### config.mk
export PLATFORM = sky130hd
export DESIGN_NAME = data_memory_arbiter
export DESIGN_NICKNAME = d
export VERILOG_FILES = /design/src/rtl/data_memory_arbiter.sv
export SDC_FILE = /design/constraint.sdc
export NUM_CORES = 1
export LEC_CHECK = 0
export ABC_AREA = 1
export CORE_ASPECT_RATIO = 1.75
export CORE_UTILIZATION = 45
export CTS_BUF_LIST = sky130_fd_sc_hd__clkbuf_4 sky130_fd_sc_hd__clkbuf_8
export CTS_CLUSTER_SIZE = 20
export DETAILED_ROUTE_END_ITERATION = 12
export GPL_TIMING_DRIVEN = 0
export PLACE_DENSITY = 0.95
export SLEW_MARGIN = 20
export SYNTH_ARGS = -nofsm -noshare
export SYNTH_HDL_FRONTEND = slang
export SYNTH_SLANG_ARGS = --single-unit
### constraint.sdc
create_clock -name clk -period 3.2 [get_ports clk]
set_input_delay 0.64 -clock clk [delete_from_list [all_inputs] [get_ports clk]]
set_output_delay 0.64 -clock clk [all_outputs]
set_load 0.05 [all_outputs]
### src/rtl/data_memory_arbiter.sv
// Round-robin arbiter sharing a single-port data memory between requester A (CPU)
// and requester B (loader/debug), with I/O-mapped addresses filtered out as errors.
module data_memory_arbiter #(
    parameter int                    ADDR_WIDTH    = 10,
    parameter int                    DATA_WIDTH    = 8,
    parameter logic [ADDR_WIDTH-1:0] IN_PORT_ADDR  = 10'h3FE,
    parameter logic [ADDR_WIDTH-1:0] OUT_PORT_ADDR = 10'h3FF,
    parameter bit                    PRIO_A_FIRST  = 1'b1
) (
    input  logic                  clk,
    input  logic                  rst_n,
    input  logic                  in_a_req,
    input  logic                  in_a_write,
    input  logic [ADDR_WIDTH-1:0] in_a_addr,
    input  logic [DATA_WIDTH-1:0] in_a_data,
    output logic                  out_a_ack,
    output logic                  out_a_err,
    output logic [DATA_WIDTH-1:0] out_a_data,
    input  logic                  in_b_req,
    input  logic                  in_b_write,
    input  logic [ADDR_WIDTH-1:0] in_b_addr,
    input  logic [DATA_WIDTH-1:0] in_b_data,
    output logic                  out_b_ack,
    output logic                  out_b_err,
    output logic [DATA_WIDTH-1:0] out_b_data,
    output logic [ADDR_WIDTH-1:0] out_mem_addr,
    output logic                  out_mem_write_en,
    output logic                  out_mem_read_en,
    output logic [DATA_WIDTH-1:0] out_mem_data,
    input  logic [DATA_WIDTH-1:0] in_mem_data
);

    localparam logic [1:0] ST_IDLE   = 2'd0;
    localparam logic [1:0] ST_ACCESS = 2'd1;
    localparam logic [1:0] ST_ACK    = 2'd2;

    function automatic logic is_reserved(input logic [ADDR_WIDTH-1:0] addr);
        return (addr == IN_PORT_ADDR) || (addr == OUT_PORT_ADDR);
    endfunction

    logic [1:0]            state_r;
    logic                  owner_b_r;   // 0: A owns the current access, 1: B
    logic                  last_b_r;    // side served most recently
    logic                  cmd_write_r;
    logic                  cmd_err_r;

    logic                  grant_b_s;
    logic                  sel_write_s;
    logic [ADDR_WIDTH-1:0] sel_addr_s;
    logic [DATA_WIDTH-1:0] sel_data_s;
    logic                  sel_err_s;

    // Grant selection: a tie goes to the side not served last
    always_comb begin
        grant_b_s   = 1'b0;
        sel_write_s = in_a_write;
        sel_addr_s  = in_a_addr;
        sel_data_s  = in_a_data;
        if (in_b_req && (!in_a_req || !last_b_r)) begin
            grant_b_s   = 1'b1;
            sel_write_s = in_b_write;
            sel_addr_s  = in_b_addr;
            sel_data_s  = in_b_data;
        end else begin
            grant_b_s   = 1'b0;
        end
        sel_err_s = is_reserved(sel_addr_s);
    end

    // Three-state access sequencer driving memory pins and requester responses
    always_ff @(posedge clk) begin
        if (!rst_n) begin
            state_r          <= ST_IDLE;
            owner_b_r        <= 1'b0;
            last_b_r         <= PRIO_A_FIRST;
            cmd_write_r      <= 1'b0;
            cmd_err_r        <= 1'b0;
            out_a_ack        <= 1'b0;
            out_a_err        <= 1'b0;
            out_a_data       <= {DATA_WIDTH{1'b0}};
            out_b_ack        <= 1'b0;
            out_b_err        <= 1'b0;
            out_b_data       <= {DATA_WIDTH{1'b0}};
            out_mem_addr     <= {ADDR_WIDTH{1'b0}};
            out_mem_write_en <= 1'b0;
            out_mem_read_en  <= 1'b0;
            out_mem_data     <= {DATA_WIDTH{1'b0}};
        end else begin
            out_a_ack <= 1'b0;
            out_a_err <= 1'b0;
            out_b_ack <= 1'b0;
            out_b_err <= 1'b0;
            case (state_r)
                ST_IDLE: begin
                    if (in_a_req || in_b_req) begin
                        owner_b_r   <= grant_b_s;
                        cmd_write_r <= sel_write_s;
                        cmd_err_r   <= sel_err_s;
                        // Reserved addresses never appear on the memory bus
                        if (!sel_err_s) begin
                            out_mem_addr <= sel_addr_s;
                            out_mem_data <= sel_data_s;
                        end else begin
                            out_mem_addr <= out_mem_addr;
                            out_mem_data <= out_mem_data;
                        end
                        out_mem_write_en <= sel_write_s && !sel_err_s;
                        out_mem_read_en  <= !sel_write_s && !sel_err_s;
                        state_r          <= ST_ACCESS;
                    end else begin
                        out_mem_write_en <= 1'b0;
                        out_mem_read_en  <= 1'b0;
                        state_r          <= ST_IDLE;
                    end
                end
                ST_ACCESS: begin
                    out_mem_write_en <= 1'b0;
                    out_mem_read_en  <= 1'b0;
                    last_b_r         <= owner_b_r;
                    if (!cmd_write_r) begin
                        if (owner_b_r) begin
                            out_b_data <= cmd_err_r ? {DATA_WIDTH{1'b0}} : in_mem_data;
                        end else begin
                            out_a_data <= cmd_err_r ? {DATA_WIDTH{1'b0}} : in_mem_data;
                        end
                    end else begin
                        out_a_data <= out_a_data;
                        out_b_data <= out_b_data;
                    end
                    if (owner_b_r) begin
                        out_b_ack <= 1'b1;
                        out_b_err <= cmd_err_r;
                    end else begin
                        out_a_ack <= 1'b1;
                        out_a_err <= cmd_err_r;
                    end
                    state_r <= ST_ACK;
                end
                ST_ACK: begin
                    out_mem_write_en <= 1'b0;
                    out_mem_read_en  <= 1'b0;
                    state_r          <= ST_IDLE;
                end
                default: begin
                    out_mem_write_en <= 1'b0;
                    out_mem_read_en  <= 1'b0;
                    state_r          <= ST_IDLE;
                end
            endcase
        end
    end

endmodule

Yosys cells after proc, flatten, opt, wreduce, memory -nomap -nowiden
Index checks and enable logic that the tools add are counted.
{ "word_totals": {"ff_bits": 46, "input_bits": 50, "output_inout_bits": 40, "elab_cells": 51} }
{ "classes": {"n_eq_ne": 3, "muxes": 9, "bitwise_logic": 5, "reduce_logical": 19} }
{ "ops": {"columns": ["cell", "count"], "rows": [
  ["10-bit equality test (second input constant)", 2],
  ["8-bit two-way mux", 2],
  ["3-bit AND reduction", 5],
  ["10-bit two-way mux", 1],
  ["1-bit two-way mux", 5],
  ["1-bit NOT", 5],
  ["1-bit zero test", 4],
  ["2-bit case mux with 2 select lines", 1],
  ["2-bit AND reduction", 2],
  ["1-bit logical AND", 3],
  ["1-bit logical OR", 3],
  ["3-bit OR reduction", 1],
  ["2-bit by 1-bit equality test with 1-bit output (second input constant)", 1],
  ["2-bit zero test", 1]
]} }

Depth between registers and ports, before layout
Gate-level depths: netlist of the first run.
{ "depth": {"word_depth": 8, "ltp_mapped": 13, "mapped_depth_nobuf": 11} }

Worst setup path after synthesis of the first run
No wires, ideal clock.
{ "synth_path": {"kind": "input-to-reg", "start": "input in_b_req", "end": "register out_mem_addr[9]", "setup_time_ns": 0.113, "arrival_time_ns": 1.697, "required_ns": 3.087, "setup_slack_ns": 1.390, "cell_stages": 13, "cell_sequence": "buf_4 -> nand2_4 -> buf_6 -> nand2_2 -> nand2_2 -> nand2_1 -> nor2_2 -> nand3_2 -> nand2_2 -> buf_6 -> nand2_1 -> nand2_1 -> nor2_1"} }
{ "synth_between": {"elab_chain_cells": 6, "word_cells_on_any_way": 8, "classes_between": "eq/ne (2); mux (1); bitwise (1); reduce/logical (4)"} }
{ "synth_rtl": {"columns": ["item", "line", "source"], "rows": [
  ["from (decl)", "19", "input logic in_b_req,"],
  ["1-bit logical AND", "59", "if (in_b_req && (!in_a_req || !last_b_r)) begin"],
  ["10-bit two-way mux", "59", null],
  ["10-bit equality test", "38", "return (addr == IN_PORT_ADDR) || (addr == OUT_PORT_ADDR);"],
  ["1-bit logical OR", "38", null],
  ["1-bit NOT (no line)", null, null],
  ["3-bit AND reduction (no line)", null, null],
  ["to (signal assigned)", "84", "out_mem_addr <= {ADDR_WIDTH{1'b0}};"],
  ["to (signal assigned)", "101", "out_mem_addr <= sel_addr_s;"],
  ["to (signal assigned)", "104", "out_mem_addr <= out_mem_addr;"],
  ["to (decl)", "26", "output logic [ADDR_WIDTH-1:0] out_mem_addr,"]
]} }
Parallel ways exist; a longest one is shown, timed or not.
A chain may end at the register's enable or synchronous reset.

Worst setup path after layout of the first run
{ "layout_path": {"start": "input in_a_req", "end": "register out_mem_addr[9]"} }
{ "layout_between": {"elab_chain_cells": 8, "word_cells_on_any_way": 10, "classes_between": "eq/ne (2); mux (1); bitwise (1); reduce/logical (6)"} }
{ "layout_rtl": {"columns": ["item", "line", "source"], "rows": [
  ["from (decl)", "12", "input logic in_a_req,"],
  ["1-bit zero test", "59", null],
  ["1-bit logical OR", "59", null],
  ["1-bit logical AND", "59", null],
  ["10-bit two-way mux", "59", null],
  ["10-bit equality test", "38", null],
  ["1-bit logical OR", "38", null],
  ["1-bit NOT (no line)", null, null],
  ["3-bit AND reduction (no line)", null, null]
]} }
Parallel ways exist; a longest one is shown, timed or not.

==> results of run 1 <==
[final timing paths]
| check | from | end | slack, ns | cells past startpoint |
|---|---|---|---|---|
| setup / recovery | in_a_req | out_mem_addr[9] | 1.01 | 14 |
| hold reg to reg | out_mem_addr[1] | out_mem_addr[1] | 0.46 | 2 |
| setup reg to reg | state_r[0] | out_a_data[0] | 1.25 | 7 |
| hold / removal | out_mem_addr[1] | out_mem_addr[1] | 0.46 | 2 |
[cells by family (layout without fill, tap and decap cells)]
family / after synthesis / count (layout)
AOI/OAI and AO/OA: 28 / 28
buffers and inverters: 36 / 131
DFF: 46 / 46
muxes: 10 / 10
and+or+nand+nor: 138 / 138
[final cells by class]
class                           instances  area share [%]
Buffer                                 12            2.55
Clock buffer                            7            3.22
Clock inverter                          1           0.292
Inverter                               24            3.01
Multi-Input combinational cell        176            29.1
Sequential cell                        46            30.7
Tap cell                               49            2.05
Timing Repair Buffer                   87            29.1
[power by group]
part	switching, uW	total (uW)	internal (uW)
clock network	189	387	198
logic	267	441	174
registers	23.7	643	619
[placed cells by master, fill, tap and decap left out, drive strengths merged]
master	synthesis	final
dfxtp	46	46
nor2	52	52
a21boi	1	1
clkdlybuf4s50	0	87
clkinv	1	2
nand3	38	38
a22oi	1	1
buf	8	8
clkbuf	4	11
a21oi	2	2
nor3	3	3
nand2	43	43
mux2	10	10
o21ai	24	24
inv	23	23
nor4	2	2
[worst min-delay path, cell delays in order (launching register included)]
cell	delay [ns]
dfxtp_1	0.31
nand3_1	0.07
nand2_1	0.04
[routing by layer]
layer  wire length, um  up-vias
li1                  -     1021
met1              1850      920
met2              2870       72
met3               300       10
met4                87        0
met5                 0        -
[cell usage after synthesis]
cell      number  share of area (%)
o21ai_1        2               0.51
clkinv_1       1               0.19
a21oi_2        1               0.45
a21oi_1        1               0.26
buf_6          3                1.7
dfxtp_1       46                 47
nand3_2        1               0.51
a21boi_1       1               0.38
buf_4          1               0.38
nand3_1       37                9.5
nand2_4        2                1.2
nor4_1         2               0.64
clkbuf_1       4               0.77
buf_2          4                1.0
nor3_1         3               0.77
nor2_2         2               0.64
inv_1         23                4.4
o21ai_0       22                5.6
mux2_2        10                5.8
nand2_2        4                1.3
a22oi_1        1               0.38
nor2_1        50                9.6
nand2_1       37                7.1
[registers in the layout, summed over array words and instances (netlist names), 2 cells and up]
name          flops
state_r           2
out_mem_data      8
out_b_data        8
out_mem_addr     10
out_a_data        8
[metrics by stage]
stage          utilization [%]  std cells  hold slack, ns
2_1_floorplan                -        258           0.450
3_3_place_gp              69.6        394           0.439
3_5_place_dp              69.6        394           0.454
4_1_cts                   72.2        402           0.465
5_1_grt                   72.2        402           0.486
6_report                  72.2        402           0.461
==> impl_summary.md, run 1 <==
Status
The flow ran to the end, and the final reports show no timing, DRC or antenna violations.

STA
The number of setup violations in the final report is 0. After routing, the total negative slack on setup checks comes to 0 ns. The worst path needs 2.19 ns of the cycle, external delays included.

The count of final max-slew check failures was 0. Of the available clock period, the critical path in the final layout requires 68.5%. Setup repair after global routing left no endpoint under its margin. The maximum clock skew at final layout is 0.0101 ns.

The hold violation count in the final report is 0. The smallest setup slack after layout is 1.01 ns. The pin slew with the least headroom to its limit is 0.858 ns.

The timing-limited maximum frequency is 0.456 GHz. The remaining max-slew budget at the tightest pin is 42.3%.

Floorplanning
The core region is 4150 um^2. The number of primary I/O pins is 90. In this run the core area contains 31 standard-cell rows. The starting density of the core is 47.2%. The total die area is 4630 um^2. From left edge to right edge, the die measures 51.9 um.

Measured along the y axis, the die boundary spans 89.3 um.

Yosys
The post-synthesis compound-gate area fraction is 7.60%. The sequential element share of the synthesized area is 47.0%. Summing the areas of all fa, ha and maj instances in the mapped netlist gives 0% of the synthesized area. The number of nets handed over by synthesis was 308. The synthesized netlist devotes 0% of its cell area to XOR and XNOR gates.

The average cell area after synthesis is 7.59 um^2. After technology mapping, the gate count stands at 258. After Yosys synthesis, and, or, nand and nor cells account for 31.1% of the synthesized area. By area, the combinational part of the netlist is dominated by simple AND/OR/NAND/NOR gates.

In the synthesized netlist, mux cells make up 5.75% of the area. The mapped netlist covers 1960 um^2. The number of distinct library cells after synthesis is 23. The number of warnings printed during yosys synthesis is 0. Synthesis inferred 46 register bits.

Routing
In the final routed layout, each cell accounts on average for 12.7 um. In this run the remaining antenna-violating nets after routing total 0. The mean number of vias per cell is 5.03.

Summing over every cut layer, the via total after detailed routing is 2023. The count of unresolved DRC violations after routing is 0. The detailed-routing iteration count for the pre-antenna-repair pass is 4. Summed over all layers, the routed wires come to 5110 um.

The first-iteration detailed-routing DRC count is 26.

GRT
The number of global-route vias before repair came to 1921. The busiest metal layer after global routing is met2. Entering global routing, the biggest net connects 15 pins. The met1 global-route usage is 21.1%. Global routing used 23.4% of the available tracks across all layers. The initial antenna violation count came to 0. For this run, global-route usage on met2 was measured as 47.9%. The met3 track utilization from global routing is 5.61%. The overall overflow remaining after global route is 0. The first global-routing pass estimated 8160 um of wire.

Power and ir drop
The highest ir drop seen on vdd is 0.452 mV. The static power due to leakage is 0.00133 uW. The power after layout is 1470 uW. In this run the power density over the cells is 491 nW/um^2.

Worst setup path
The largest single stage delay on the critical path is 0.52 ns. The category of the worst setup path capture point is a flop. The critical path arrival is 2.38 ns. The cell type with the highest occurrence count on the critical path is nand2_1.

In this design, the largest share of critical-path delay is due to simple AND/OR/NAND/NOR gates. The critical path goes through clkdlybuf4s50_1 -> nand2_4 -> nand2_4 -> buf_6 -> nand2_1 -> nand2_1 -> nand2_1 -> nor2_2 -> nand3_2 -> nand2_2 -> buf_6 -> nand2_1 -> nand2_1 -> nor2_1. The slowest stage of the critical path belongs to the cell clkdlybuf4s50_1.

The total buffers and inverters traversed by the critical path is 3. The worst setup path is launched from an input pin. The endpoint required time on the critical path is 3.39 ns. Along the worst path, the maximum fanout reaches 10. The kind of critical path is input pin to flop.

Layout
The area of the multi-input gates is 871 um^2. With fillers left out, the area of the finished cells amounts to 3000 um^2. The area growth from synthesis to layout is 53.0%.

The number of antenna diodes in the final layout is 0. The sequential standard cell area is 921 um^2. The total of fill cells in the finished design is 314. Cells with a size suffix above 1 make up 10.2% of the layout.

After the last flow step, the layout net total stands at 402.

CTS
The H-tree was split into 2 levels. Hold repair after CTS inserted 0 buffers. After clock tree synthesis, the repair step resized 0 gates. For the worst-skew pair, the clock arrives at the later sink with an insertion delay of 0.30 ns. Clock tree synthesis inserted a total of 5 buffers. After clock tree synthesis, the setup repair step added 0 buffers. The clock-pin slew on the worst setup and hold paths is 0.08 ns. The clock drives 46 sinks. TritonCTS built the clock tree.

The cell sitting at the root of the clock tree is a clkbuf_8. The number of buffers between clock root and the deepest sink is 2.

Place
The weighted congestion reported at the end of routability-driven placement is 0.766. After detailed placement, the total cell area comes to 2890 um^2. The count of buffers inserted at the top-level ports is 87. The worst slack after detailed placement is 0.689 ns. Detailed placement ended at an HPWL of 3980 um.

Flow run
The tool flagged a number of max-cap violations equal to 0.

Min path
The class of the tightest hold or removal check is flop to flop.
Power figures use the tool's default switching activity.
==> run 2: changes to the inputs <==
--- a/config.mk
+++ b/config.mk
@@ -7,12 +7,12 @@
 export LEC_CHECK = 0
 export ABC_AREA = 1
 export CORE_ASPECT_RATIO = 1.75
-export CORE_UTILIZATION = 45
+export CORE_UTILIZATION = 42
 export CTS_BUF_LIST = sky130_fd_sc_hd__clkbuf_4 sky130_fd_sc_hd__clkbuf_8
 export CTS_CLUSTER_SIZE = 20
 export DETAILED_ROUTE_END_ITERATION = 12
 export GPL_TIMING_DRIVEN = 0
-export PLACE_DENSITY = 0.95
+export PLACE_DENSITY = 0.92
 export SLEW_MARGIN = 20
 export SYNTH_ARGS = -nofsm -noshare
 export SYNTH_HDL_FRONTEND = slang
==> constraint.sdc (replaced) <==
create_clock -name clk -period 2.3 [get_ports clk]
set_input_delay 0.46 -clock clk [delete_from_list [all_inputs] [get_ports clk]]
set_output_delay 0.46 -clock clk [all_outputs]
set_load 0.05 [all_outputs]
==> run 2 against run 1 <==
  * Cell count is 0.50% higher
  * Sequential share of layout area is 0.12 points lower
  * Clock skew is 0.0023 ns higher
  * Core utilization is 4.5 points lower
  * Sequential power is 39% higher
  * Global-route usage is 1.5 points lower
  * Critical path depth stayed put
  * Via count is 1.8% lower
  * Hold slack worse by 0.0083 ns
  * Power is 43% higher
  * Largest cell class unchanged
==> impl_summary.md, run 2 (synthesized netlist as in run 1, its figures left out) <==
STA
Setup violations remaining at the end of the flow were counted as 0. The timing-limited maximum frequency is 0.491 GHz. The maximum clock skew at final layout is 0.0124 ns.

For the pin with the worst max-slew slack, the measured transition is 0.899 ns. Across all hold checks on the routed design, the worst slack comes to 0.452 ns. The hold violation count in the final report was 0. The count of final max-slew check failures is 0. Setup repair after global routing left no endpoint under its margin. The post-route clock period utilization is 88.5%. The post-layout minimum cycle time is 2.03 ns.

Measured against its own limit, the worst slew margin works out to 39.6%.

GRT
The number of global-route vias before repair is 1950. Global routing finished with a remaining overflow of 0. Entering global routing, the biggest net connects 15 pins. The first global-routing pass estimated 8140 um of wire. Global routing used 21.9% of the available tracks across all layers.

The initial antenna violation count was 0.

Layout
The register with the most flip-flops in the layout has 10 of them. In the final design database the tool counted 402 nets. The repair_antennas step left the layout with diodes totalling 0. Leaving out fill and tap cells, the most frequent cell in the layout is clkdlybuf4s50_1. The relative area change from synthesis to final layout is 53.5%. Ranked by flip-flop count, first place goes to out_mem_addr.

Once layout is complete, the utilization of the core stands at 67.7%. The share of layout cells above drive strength 1 is 10.2%. Fill cells in the final layout number 387. Leaving out fill and tap cells, the most frequent cells in the layout are 87 x clkdlybuf4s50_1, 50 x nor2_1, 46 x dfxtp_1, 37 x nand3_1, 37 x nand2_1.

Worst setup path
The category of the worst setup path capture point is a flop. The number of buffers and inverters on the critical path is 3. The startpoint class of the critical path is an input pin. Along the worst path, the maximum fanout reaches 10.

Traced cell by cell, the critical path runs through clkdlybuf4s50_1 -> nand2_4 -> nand2_4 -> buf_6 -> nand2_2 -> nand2_2 -> nand2_1 -> nor2_2 -> nand3_2 -> nand2_2 -> buf_6 -> nand2_1 -> nand2_1 -> nor2_1. The cell type of the slowest stage on the worst timing path is clkdlybuf4s50_1. The critical path is of the input pin to flop type. In this design, the largest share of critical-path delay is due to simple AND/OR/NAND/NOR gates. For this run, the slowest stage of the critical path takes 0.52 ns. At the worst endpoint, the arrival time is 2.22 ns. The endpoint required time on the critical path is 2.49 ns.

Floorplanning
The placeable core area is 4440 um^2. The number of rows in the core area is 32. The starting density of the core is 44.1%.

The number of primary I/O pins is 90. The die covers 4950 um^2. The floorplan die width is 53.6 um. The vertical extent of the die is 92.3 um.

Power and ir drop
The net switching fraction of the power is 31.8%. Summed over all cells, the static leakage comes to 0.00133 uW. The power density over the cells is 702 nW/um^2.

The highest ir drop seen on vdd is 0.700 mV. The internal power consumption is 1440 uW. The switching power is 671 uW. In this run, the combinational gates consume 29.1% of the power. Summing internal, switching and leakage power gives 2110 uW.

The clock network power share is 28.5%. The sequential fraction of design power is 42.4%.

CTS
The latest clock arrival within the worst-skew pair is 0.30 ns. The number of buffers added to fix hold violations after cts is 0. The post-CTS repair timing setup buffer count is 0. The number of buffers added by the clock tree synthesis step is 5. The clock tree synthesis step divided the H-tree into 2 levels. The CTS tree is yes.

Gates resized during post-CTS repair numbered 0. The number of buffers between clock root and the deepest sink is 2. Counting every sink on the clock net gives 46.

The root buffer selected by CTS is clkbuf_8. The clock-pin slew on the worst setup and hold paths is 0.09 ns.

Min path
In this run the worst hold path is classified as flop to flop.

Place
The weighted congestion reported at the end of routability-driven placement is 0.746. The HPWL reported at the end of detailed placement is 4000 um. During placement, the flow inserted port buffers numbering 87.

Flow run
The number of maximum-capacitance violations is 0.

Routing
The detailed-routing iteration count for the pre-antenna-repair pass is 4. The post-route met1 wirelength is 1960 um. The count of unresolved DRC violations after routing is 0. Detailed routing placed a total of 2860 um of wire on met2. The final routed wirelength across all metal layers is 5140 um. Dividing the detail-routed via count by the number of cells gives 4.92.

The first-iteration detailed-routing DRC count is 29. The wire length on met3 is 261 um. Dividing the detail-routed wire length by the instance count gives 12.7 um. Signal routing reaches up to met4.

In this run the remaining antenna-violating nets after routing total 0. The via count is 1987.

Status
The flow ran to the end, and the final reports show no timing, DRC or antenna violations.
-- run 2: cell count changes in the layout (fill, tap and decap cells not counted) --
cell / previous run / this run
clkbuf_8: 7 / 5
clkbuf_4: 0 / 1
clkinvlp_4: 0 / 1
bufinv_16: 0 / 1
clkinv_4: 1 / 0
-- run 2: metrics by stage --
step            TNS, ns  cells  area [um^2]  worst slack, ns
6_report              0    404         3010            0.265
5_1_grt               0    404         3010           0.0308
4_1_cts               0    404         3010            0.245
3_5_place_dp    -0.0310    396         2890          -0.0310
3_3_place_gp   -0.00327    396         2890         -0.00327
2_1_floorplan         0    258         1960            0.670
-- run 2: final cells by class --
cell class,instances,area (um^2),area share [%]
Multi-Input combinational cell,176,871,29.0
Clock inverter,2,37.5,1.25
Sequential cell,46,921,30.6
Buffer,12,76.3,2.54
Inverter,24,90.1,3.00
Clock buffer,6,76.3,2.54
Tap cell,51,63.8,2.12
Timing Repair Buffer,87,871,29.0
-- run 2: final timing paths --
check / startpoint / to / slack [ns] / cells past startpoint
hold / removal: out_mem_addr[3] / out_mem_addr[3] / 0.45 / 2
setup / recovery: in_a_req / out_mem_addr[9] / 0.27 / 14
hold reg to reg: out_mem_addr[3] / out_mem_addr[3] / 0.45 / 2
setup reg to reg: state_r[0] / out_a_data[0] / 0.30 / 7
-- run 2: tightest hold or removal path, delay by kind of cell, from the launching register on --
family	cells	cell delay, ns
buffers and inverters	1	0.04
AOI/OAI and AO/OA	1	0.05
DFF	1	0.32
-- run 2: power groups by stage --
stage / clock [uW] / combinational, uW / sequential, uW
floorplan: 0 / 186 / 1100
global placement: 0 / 607 / 910
detailed placement: 0 / 616 / 912
CTS: 608 / 618 / 895
global route: 642 / 657 / 902
finish: 601 / 614 / 895
-- run 2: per-layer routing --
| metal | track usage [%] | up-vias |
|---|---|---|
| met2 | 42.7 | 58 |
| li1 | - | 1015 |
| met1 | 21.2 | 907 |
| met4 | 5.48 | 0 |
| met3 | 5.09 | 7 |
| met5 | 0 | - |
